**config.mk**
```make
export PLATFORM = sky130hd
export DESIGN_NAME = spi_target_regfile
export DESIGN_NICKNAME = d
export VERILOG_FILES = /design/src/rtl/spi_target_regfile.sv
export SDC_FILE = /design/constraint.sdc
export NUM_CORES = 1
export LEC_CHECK = 0
export CAP_MARGIN = 20
export CORE_AREA = 2 2 134 234
export DETAILED_ROUTE_END_ITERATION = 10
export DIE_AREA = 0 0 136 236
export HOLD_SLACK_MARGIN = 0.05
export PLACE_DENSITY_LB_ADDON = 0.08
export REMOVE_ABC_BUFFERS = 1
export SYNTH_ARGS = -nofsm -noshare
export SYNTH_HDL_FRONTEND = slang
export SYNTH_SLANG_ARGS = --single-unit
export TNS_END_PERCENT = 30
```
**constraint.sdc**
```tcl
create_clock -name soc_clk -period 3.99 [get_ports soc_clk]
set_input_delay 0.9975 -clock soc_clk [delete_from_list [all_inputs] [get_ports soc_clk]]
set_output_delay 0.9975 -clock soc_clk [all_outputs]
set_load 0.005 [all_outputs]
```
**src/rtl/spi_target_regfile.sv**
```systemverilog
// rtl/spi_target_regfile.sv - SPI mode-0 target exposing a small 8-bit register file (option: SPI_TGT_AUTOINC_EN)
module spi_target_regfile #(
  parameter int NumRegs = 16,
  parameter int SyncStages = 2,
  parameter logic [NumRegs-1:0][7:0] ResetVal = '0,
  localparam int AddrW = $clog2(NumRegs)
) (
  input  logic             soc_clk,
  input  logic             rst_n,
  input  logic             spi_sck_i,
  input  logic             spi_csb_i,
  input  logic             spi_mosi_i,
  output logic             spi_miso_o,
  output logic             spi_miso_oe_o,
  input  logic [AddrW-1:0] rd_addr_i,
  output logic [7:0]       rd_data_o,
  output logic             wr_valid_o,
  output logic [AddrW-1:0] wr_addr_o,
  output logic [7:0]       wr_data_o,
  output logic             err_o
);

  typedef enum logic [1:0] {IDLE, CMD, WR, RD} state_t;

  localparam logic [7:0]     NumRegsB = 8'(NumRegs);
  localparam logic [AddrW:0] NumRegsA = (AddrW + 1)'(NumRegs);

  state_t state_q, state_d;

  logic [SyncStages-1:0] sck_sync, csb_sync, mosi_sync;
  logic sck_d, csb_d;
  logic sck_s, csb_s, mosi_s;
  logic sck_rise, sck_fall, csb_fall;

  logic [7:0] regs [NumRegs];
  logic [7:0] shift_in;
  logic [7:0] byte_in;
  logic [2:0] bit_cnt;
  logic       byte_done;
  logic [6:0] addr_q, addr_next;
  logic       addr_in_range;
  logic [7:0] rd_byte;
  logic [7:0] tx_shift;
  logic       tx_load;

  assign sck_s  = sck_sync[SyncStages-1];
  assign csb_s  = csb_sync[SyncStages-1];
  assign mosi_s = mosi_sync[SyncStages-1];

  assign sck_rise = sck_s & ~sck_d;
  assign sck_fall = ~sck_s & sck_d;
  assign csb_fall = ~csb_s & csb_d;

  assign byte_in   = {shift_in[6:0], mosi_s};
  assign byte_done = sck_rise && (bit_cnt == 3'd7) && (state_q != IDLE);

  assign addr_in_range = {1'b0, addr_q} < NumRegsB;
  assign rd_byte = addr_in_range ? regs[addr_q[AddrW-1:0]] : 8'hFF;

`ifdef SPI_TGT_AUTOINC_EN
  localparam logic [6:0] AddrLast = 7'(NumRegs - 1);
  assign addr_next = (addr_q == AddrLast) ? 7'd0 : addr_q + 7'd1;
`else
  assign addr_next = addr_q;
`endif

  assign spi_miso_oe_o = ~csb_s;
  assign rd_data_o = ({1'b0, rd_addr_i} < NumRegsA) ? regs[rd_addr_i] : 8'h00;

  // Synchronise the SPI pins and keep the previous sample for edge detection.
  always_ff @(posedge soc_clk or negedge rst_n) begin
    if (!rst_n) begin
      sck_sync  <= '0;
      csb_sync  <= '1;
      mosi_sync <= '0;
      sck_d     <= 1'b0;
      csb_d     <= 1'b1;
    end else begin
      sck_sync  <= {sck_sync[SyncStages-2:0], spi_sck_i};
      csb_sync  <= {csb_sync[SyncStages-2:0], spi_csb_i};
      mosi_sync <= {mosi_sync[SyncStages-2:0], spi_mosi_i};
      sck_d     <= sck_s;
      csb_d     <= csb_s;
    end
  end

  // Frame state register.
  always_ff @(posedge soc_clk or negedge rst_n) begin
    if (!rst_n) state_q <= IDLE;
    else        state_q <= state_d;
  end

  // Next state: deselect always wins over edge processing.
  always_comb begin
    state_d = state_q;
    if (csb_s) begin
      state_d = IDLE;
    end else begin
      case (state_q)
        IDLE:    if (csb_fall) state_d = CMD;
        CMD:     if (byte_done) state_d = byte_in[7] ? RD : WR;
        default: state_d = state_q;
      endcase
    end
  end

  // Shift-in, register writes, read shift-out and status outputs.
  always_ff @(posedge soc_clk or negedge rst_n) begin
    if (!rst_n) begin
      for (int i = 0; i < NumRegs; i++) regs[i] <= ResetVal[i];
      shift_in   <= '0;
      bit_cnt    <= '0;
      addr_q     <= '0;
      tx_shift   <= '0;
      tx_load    <= 1'b0;
      spi_miso_o <= 1'b0;
      wr_valid_o <= 1'b0;
      wr_addr_o  <= '0;
      wr_data_o  <= '0;
      err_o      <= 1'b0;
    end else begin
      wr_valid_o <= 1'b0;
      if (csb_s) begin
        // Deselected: any partial byte is dropped.
        bit_cnt    <= '0;
        tx_load    <= 1'b0;
        spi_miso_o <= 1'b0;
      end else if (csb_fall) begin
        bit_cnt    <= '0;
        tx_load    <= 1'b0;
        spi_miso_o <= 1'b0;
        err_o      <= 1'b0;
      end else if (state_q != IDLE) begin
        if (sck_rise) begin
          shift_in <= byte_in;
          bit_cnt  <= bit_cnt + 3'd1;
        end
        if (byte_done) begin
          case (state_q)
            CMD: begin
              addr_q  <= byte_in[6:0];
              tx_load <= byte_in[7];
            end
            WR: begin
              if (addr_in_range) begin
                regs[addr_q[AddrW-1:0]] <= byte_in;
                wr_valid_o <= 1'b1;
                wr_addr_o  <= addr_q[AddrW-1:0];
                wr_data_o  <= byte_in;
              end else begin
                err_o <= 1'b1;
              end
              addr_q <= addr_next;
            end
            RD: begin
              addr_q  <= addr_next;
              tx_load <= 1'b1;
            end
            default: ;
          endcase
        end
        // Falls that follow a byte's last rise are skipped so the freshly
        // loaded bit 7 stays on the line for the next byte's first rise.
        if (tx_load && state_q == RD) begin
          tx_load    <= 1'b0;
          tx_shift   <= rd_byte;
          spi_miso_o <= rd_byte[7];
          if (!addr_in_range) err_o <= 1'b1;
        end else if (sck_fall && state_q == RD && bit_cnt != 3'd0) begin
          tx_shift   <= {tx_shift[6:0], 1'b0};
          spi_miso_o <= tx_shift[6];
        end
      end
    end
  end

endmodule

```
---- Word-level counts from Yosys, hierarchy flattened ----
Cells that the tools add are included.
word-level totals
  register bits ........................... 178
  word-level logic and storage cells ...... 123
operators by class
  bitwise logic cells ..................... 9
  mux-type cells .......................... 45
  order comparisons ....................... 4
  eq/ne operators ......................... 6
  reductions and logical operators ........ 26
  add/sub/neg operators ................... 1
operators with widths
  cell                                                                  number
  128-bit bitwise mux                                                   1
  8-bit binary-select mux with 4-bit select                             2
  8-bit two-way mux                                                     6
  8-bit demux with 4-bit select                                         1
  1-bit two-way mux                                                     24
  7-bit two-way mux                                                     2
  3-bit two-way mux                                                     4
  3-bit nonzero test                                                    4
  5-bit >= comparator, second input constant                            2
  4-bit inverter with 5-bit output                                      2
  4-bit AND reduction                                                   2
  4-bit nonzero test                                                    2
  7-bit by 5-bit < comparator with 1-bit output, second input constant  1
  1-bit logical AND                                                     6
  2-bit two-way mux                                                     3
  3-bit inequality test, second input constant                          2
  2-bit AND reduction                                                   3
  3-bit AND reduction                                                   2
  6-bit AND reduction                                                   1
  2-bit nonzero test                                                    3
  5-bit by 1-bit < comparator with 1-bit output, second input constant  1
  5-bit AND reduction                                                   1
  5-bit nonzero test                                                    1
  2-bit == test, second input constant                                  2
  8 further kinds                                                       13

---- Logic depth before layout (Yosys ltp) ----
  word-level depth ........................ 9
  depth in mapped cells ................... 8
  gate-level depth less buffers ........... 7

---- Least setup slack after synthesis ----
No wires, ideal clock.
  kind .................................... input-to-output
  from .................................... input rd_addr_i[0]
  to ...................................... output rd_data_o[1]
  data arrival time ....................... 2.511 ns
  cell stages on the path ................. 4
  slack ................................... 0.482 ns
  data required time ...................... 2.993 ns
  path through ............................ clkbuf_1 buf_2 mux4_2 mux4_2
on the way
  word-level cells in the longest chain between the ends .. 4
RTL lines
  element                                                 line  text
  start: declaration                                      15    input logic [AddrW-1:0] rd_addr_i,
  4-bit inverter with 5-bit output (implied by the code)  68    assign rd_data_o = ({1'b0, rd_addr_i} < NumRegsA) ? regs[rd_addr_i] : 8'h00;
  8-bit binary-select mux with 4-bit select               68
  8-bit two-way mux (implied by the code) (2 in a row)    68
  end: declaration                                        16    output logic [7:0] rd_data_o,
Every way passes these cells. The select of a mux whose other input is x is not followed.

---- Worst setup path after layout ----
  from .................................... input rd_addr_i[0]
  to ...................................... output rd_data_o[6]
Same word-level chain as after synthesis.

==> impl_metrics.json <==
{
  "grt_pass1_vias": 5979,
  "crit_fanout": 7,
  "drive_gt1_share_pct": 39.5,
  "grt_max_degree": 93,
  "leakage_nw": 4.49,
  "die_area_sq_mm": 0.0321,
  "drt_iter0_drc": 287,
  "cp.arrival_ps": 2920,
  "ios": 33,
  "ys_warn_count": 0,
  "finalPower_mw": 3.78,
  "worstSkewPairLatency_ps": 450,
  "io_buffers": 32,
  "fin_nets": 678,
  "worstSetupStartpoint": "rd_addr_i[0]",
  "nFillCells": 3050,
  "synth_cells": 647,
  "p_switching_mw": 0.850,
  "syn_to_final_growth_pct": 16.3,
  "wire_per_inst_microns": 22.9,
  "async_reset_ff_share_pct": 100,
  "hold_class": "flop to flop",
  "relSlewSlack_pct": 36.7,
  "clock_sink_count": 178,
  "irDropWorstVdd_uv": 316,
  "rsz0062_at_grt": "false",
  "setup_violations": 0,
  "seqCellArea_sq_mm": 0.00446,
  "powerDensity_mw_per_mm2": 364,
  "worst_slew_pin_slew_ps": 950,
  "r2r_start": "addr_next[5]",
  "max_cap_violations": 0,
  "worstHoldStart": "sck_sync[0]",
  "core_area_sq_mm": 0.0304,
  "synth_edf_count": 0,
  "ys_seq_area_share_pct": 49.9,
  "dp_hpwl_microns": 18200,
  "antenna_found_initial": 0,
  "drcViolationCount": 0,
  "synth-seq-cells": 178,
  "path_clk_slew_ps": 60,
  "die_x_microns": 136,
  "grt_pass1_wl_microns": 38500,
  "cp.required_ps": 2990,
  "worstSetupPathType": "primary input to output pin",
  "fmax_mhz": 255,
  "synth.distinct_cells": 48,
  "root_buffer": "clkbuf_16",
  "final_cells": 1070,
  "overflow": 0,
  "multi_input_area_sq_mm": 0.00423,
  "ant_nets": 0,
  "post-cts-setup-buffers": 0,
  "routed_via_density": 5.14,
  "whs_ps": 346,
  "grt.total_usage_pct": 16.3,
  "h-tree-depth": 4,
  "synth_area_sq_mm": 0.00894,
  "swShare_pct": 22.5,
  "row_count": 85,
  "drt_pass1_iterations": 4,
  "syn_avg_cell_area_sq_um": 13.8,
  "clockBufferDepth": 2,
  "antenna_cells": 0,
  "num_vias": 5496,
  "period_needed_ps": 3920,
  "final_cell_area_sq_mm": 0.0104,
  "finalMaxSlewViolations": 0,
  "seqPwrFrac_pct": 49.0,
  "ys.flop_type": "dfrtp_1",
  "post-route-period-util_pct": 98.2,
  "cts_tree": "built",
  "hold_viol_final": 0,
  "p_int_mw": 2.93,
  "cp-end-kind": "output pin",
  "pwr-share-clk_pct": 48.1,
  "cts_buffers": 17,
  "critPathLaunchType": "primary input",
  "p_comb_share_pct": 3.0,
  "finalClockSkew_ps": 10.3,
  "wl_microns": 24500,
  "setup-tns-final_ps": 0,
  "gp_congestion": 0.807,
  "dieHeight_microns": 236,
  "start_util_pct": 29.4,
  "placed_area_sq_mm": 0.00973,
  "outcome": "completed",
  "dp_cells": 1037
}
==> power by group through the flow <==
stage / combinational, mW / sequential (mW) / clock [mW]
global route: 0.125 / 1.86 / 1.94
floorplan: 0.0283 / 1.87 / 0
global placement: 0.109 / 1.88 / 0
finish: 0.112 / 1.85 / 1.82
CTS: 0.114 / 1.85 / 1.88
detailed placement: 0.114 / 1.89 / 0
==> worst paths after layout <==
kind                                 to  slack [ps]  cells past startpoint
hold reg to reg             sck_sync[1]         350                      0
hold / removal              sck_sync[1]         350                      0
max in group asynchronous   csb_sync[0]        2470                      2
setup reg to reg               regs[62]        1130                      7
min in group asynchronous  wr_data_o[5]         660                      1
setup / recovery           rd_data_o[6]          70                      5
==> critical path: stages <==
cell,delay (ps)
clkbuf_4,220
buf_4,190
mux4_2,500
mux4_2,520
clkdlybuf4s50_1,480
==> registers in the layout, summed over array words and instances, names as in the netlist, 2 cells and up <==
register / count
shift_in: 7
mosi_sync: 2
tx_shift: 7
wr_data_o: 8
state_q: 2
regs: 128
wr_addr_o: 4
addr_next: 7
sck_sync: 2
bit_cnt: 3
csb_sync: 2
==> Yosys cell counts (all sizes together), types with 3 or more instances <==
| library cell | count | share of area (%) |
|---|---|---|
| dfrtp | 175 | 49 |
| mux2 | 144 | 18 |
| mux4 | 54 | 14 |
| nand2 | 51 | 2.1 |
| mux2i | 38 | 4.3 |
| clkbuf | 32 | 1.3 |
| nor2 | 26 | 1.3 |
| buf | 21 | 1.2 |
| nor3 | 13 | 0.90 |
| o22ai | 12 | 0.84 |
| o21ai | 11 | 0.62 |
| a221oi | 9 | 0.88 |
| a21oi | 7 | 0.39 |
| inv | 6 | 0.25 |
| nand3 | 6 | 0.39 |
| nand2b | 5 | 0.35 |
| nor2b | 4 | 0.28 |
| dfstp | 3 | 0.88 |
| ha | 3 | 0.42 |
| nand4 | 3 | 0.28 |
==> area by class of cell <==
type	count	area share, %
clock buffers	22	4.75
clock inverters	10	1.42
inverters	7	0.265
multi-input cells	409	40.6
flip-flops and latches	178	42.9
well taps	391	4.71
repair buffers	53	5.31
==> kinds of logic after synthesis <==
| kind of cell | count (synthesis) | share of synthesized area (%) |
|---|---|---|
| fa+ha+maj | 3 | 0.420 |
| flops | 178 | 49.9 |
| compound gates | 47 | 3.46 |
| xor+xnor | 1 | 0.0980 |
| buf+inv | 60 | 2.86 |
| simple gates | 122 | 6.96 |
| mux | 236 | 36.3 |
==> layout by cell type, fill, tap and decap left out, types with 2 or more instances in the layout <==
cell type	Yosys	layout
dfrtp_1	175	174
o21ai_0	10	10
clkinv_4	0	3
nor2_1	17	17
nor3_2	3	3
ha_1	3	3
nor2b_1	4	4
or3_1	2	2
bufinv_16	0	3
mux2i_1	38	38
dfstp_2	3	3
clkbuf_8	0	5
nand2_1	51	51
mux2_1	8	8
buf_12	0	5
clkbuf_16	0	18
o21a_1	2	2
buf_4	4	15
nor2_2	9	9
nor3_1	10	10
mux4_2	54	54
inv_1	6	6
nand2b_1	5	5
mux2_2	128	128
mux2_4	8	8
nand4_1	2	2
a221oi_1	9	9
clkinvlp_4	0	3
o22ai_1	12	12
clkdlybuf4s50_1	0	29
nor3b_1	2	2
a21oi_1	7	7
nand3b_2	2	2
nand3_1	5	5
a2111oi_0	2	2
==> metrics by stage <==
stage | utilization, % | setup slack, ps
6_report | 34.2 | 72.9
5_1_grt | 34.2 | 24.5
4_1_cts | 34.1 | 19.4
3_5_place_dp | 32.0 | 16.7
3_3_place_gp | 32.0 | 34.6
2_1_floorplan | - | 480
==> routing by layer <==
metal  share of wire, %  global-route usage (%)  up-vias
met5                  0                       0        -
met2                 57                    29.6      104
met4                1.7                    5.08        0
met3                2.6                    3.01       22
li1                   -                       -     2447
met1                 39                    19.2     2923
==> repair_timing <==
| action | in CTS | in global routing |
|---|---|---|
| setup endpoints to repair | 0 | 1 |
| hold buffers | 0 | 0 |
| gates resized for setup | 0 | 1 |
Power figures use the tool's default switching activity.
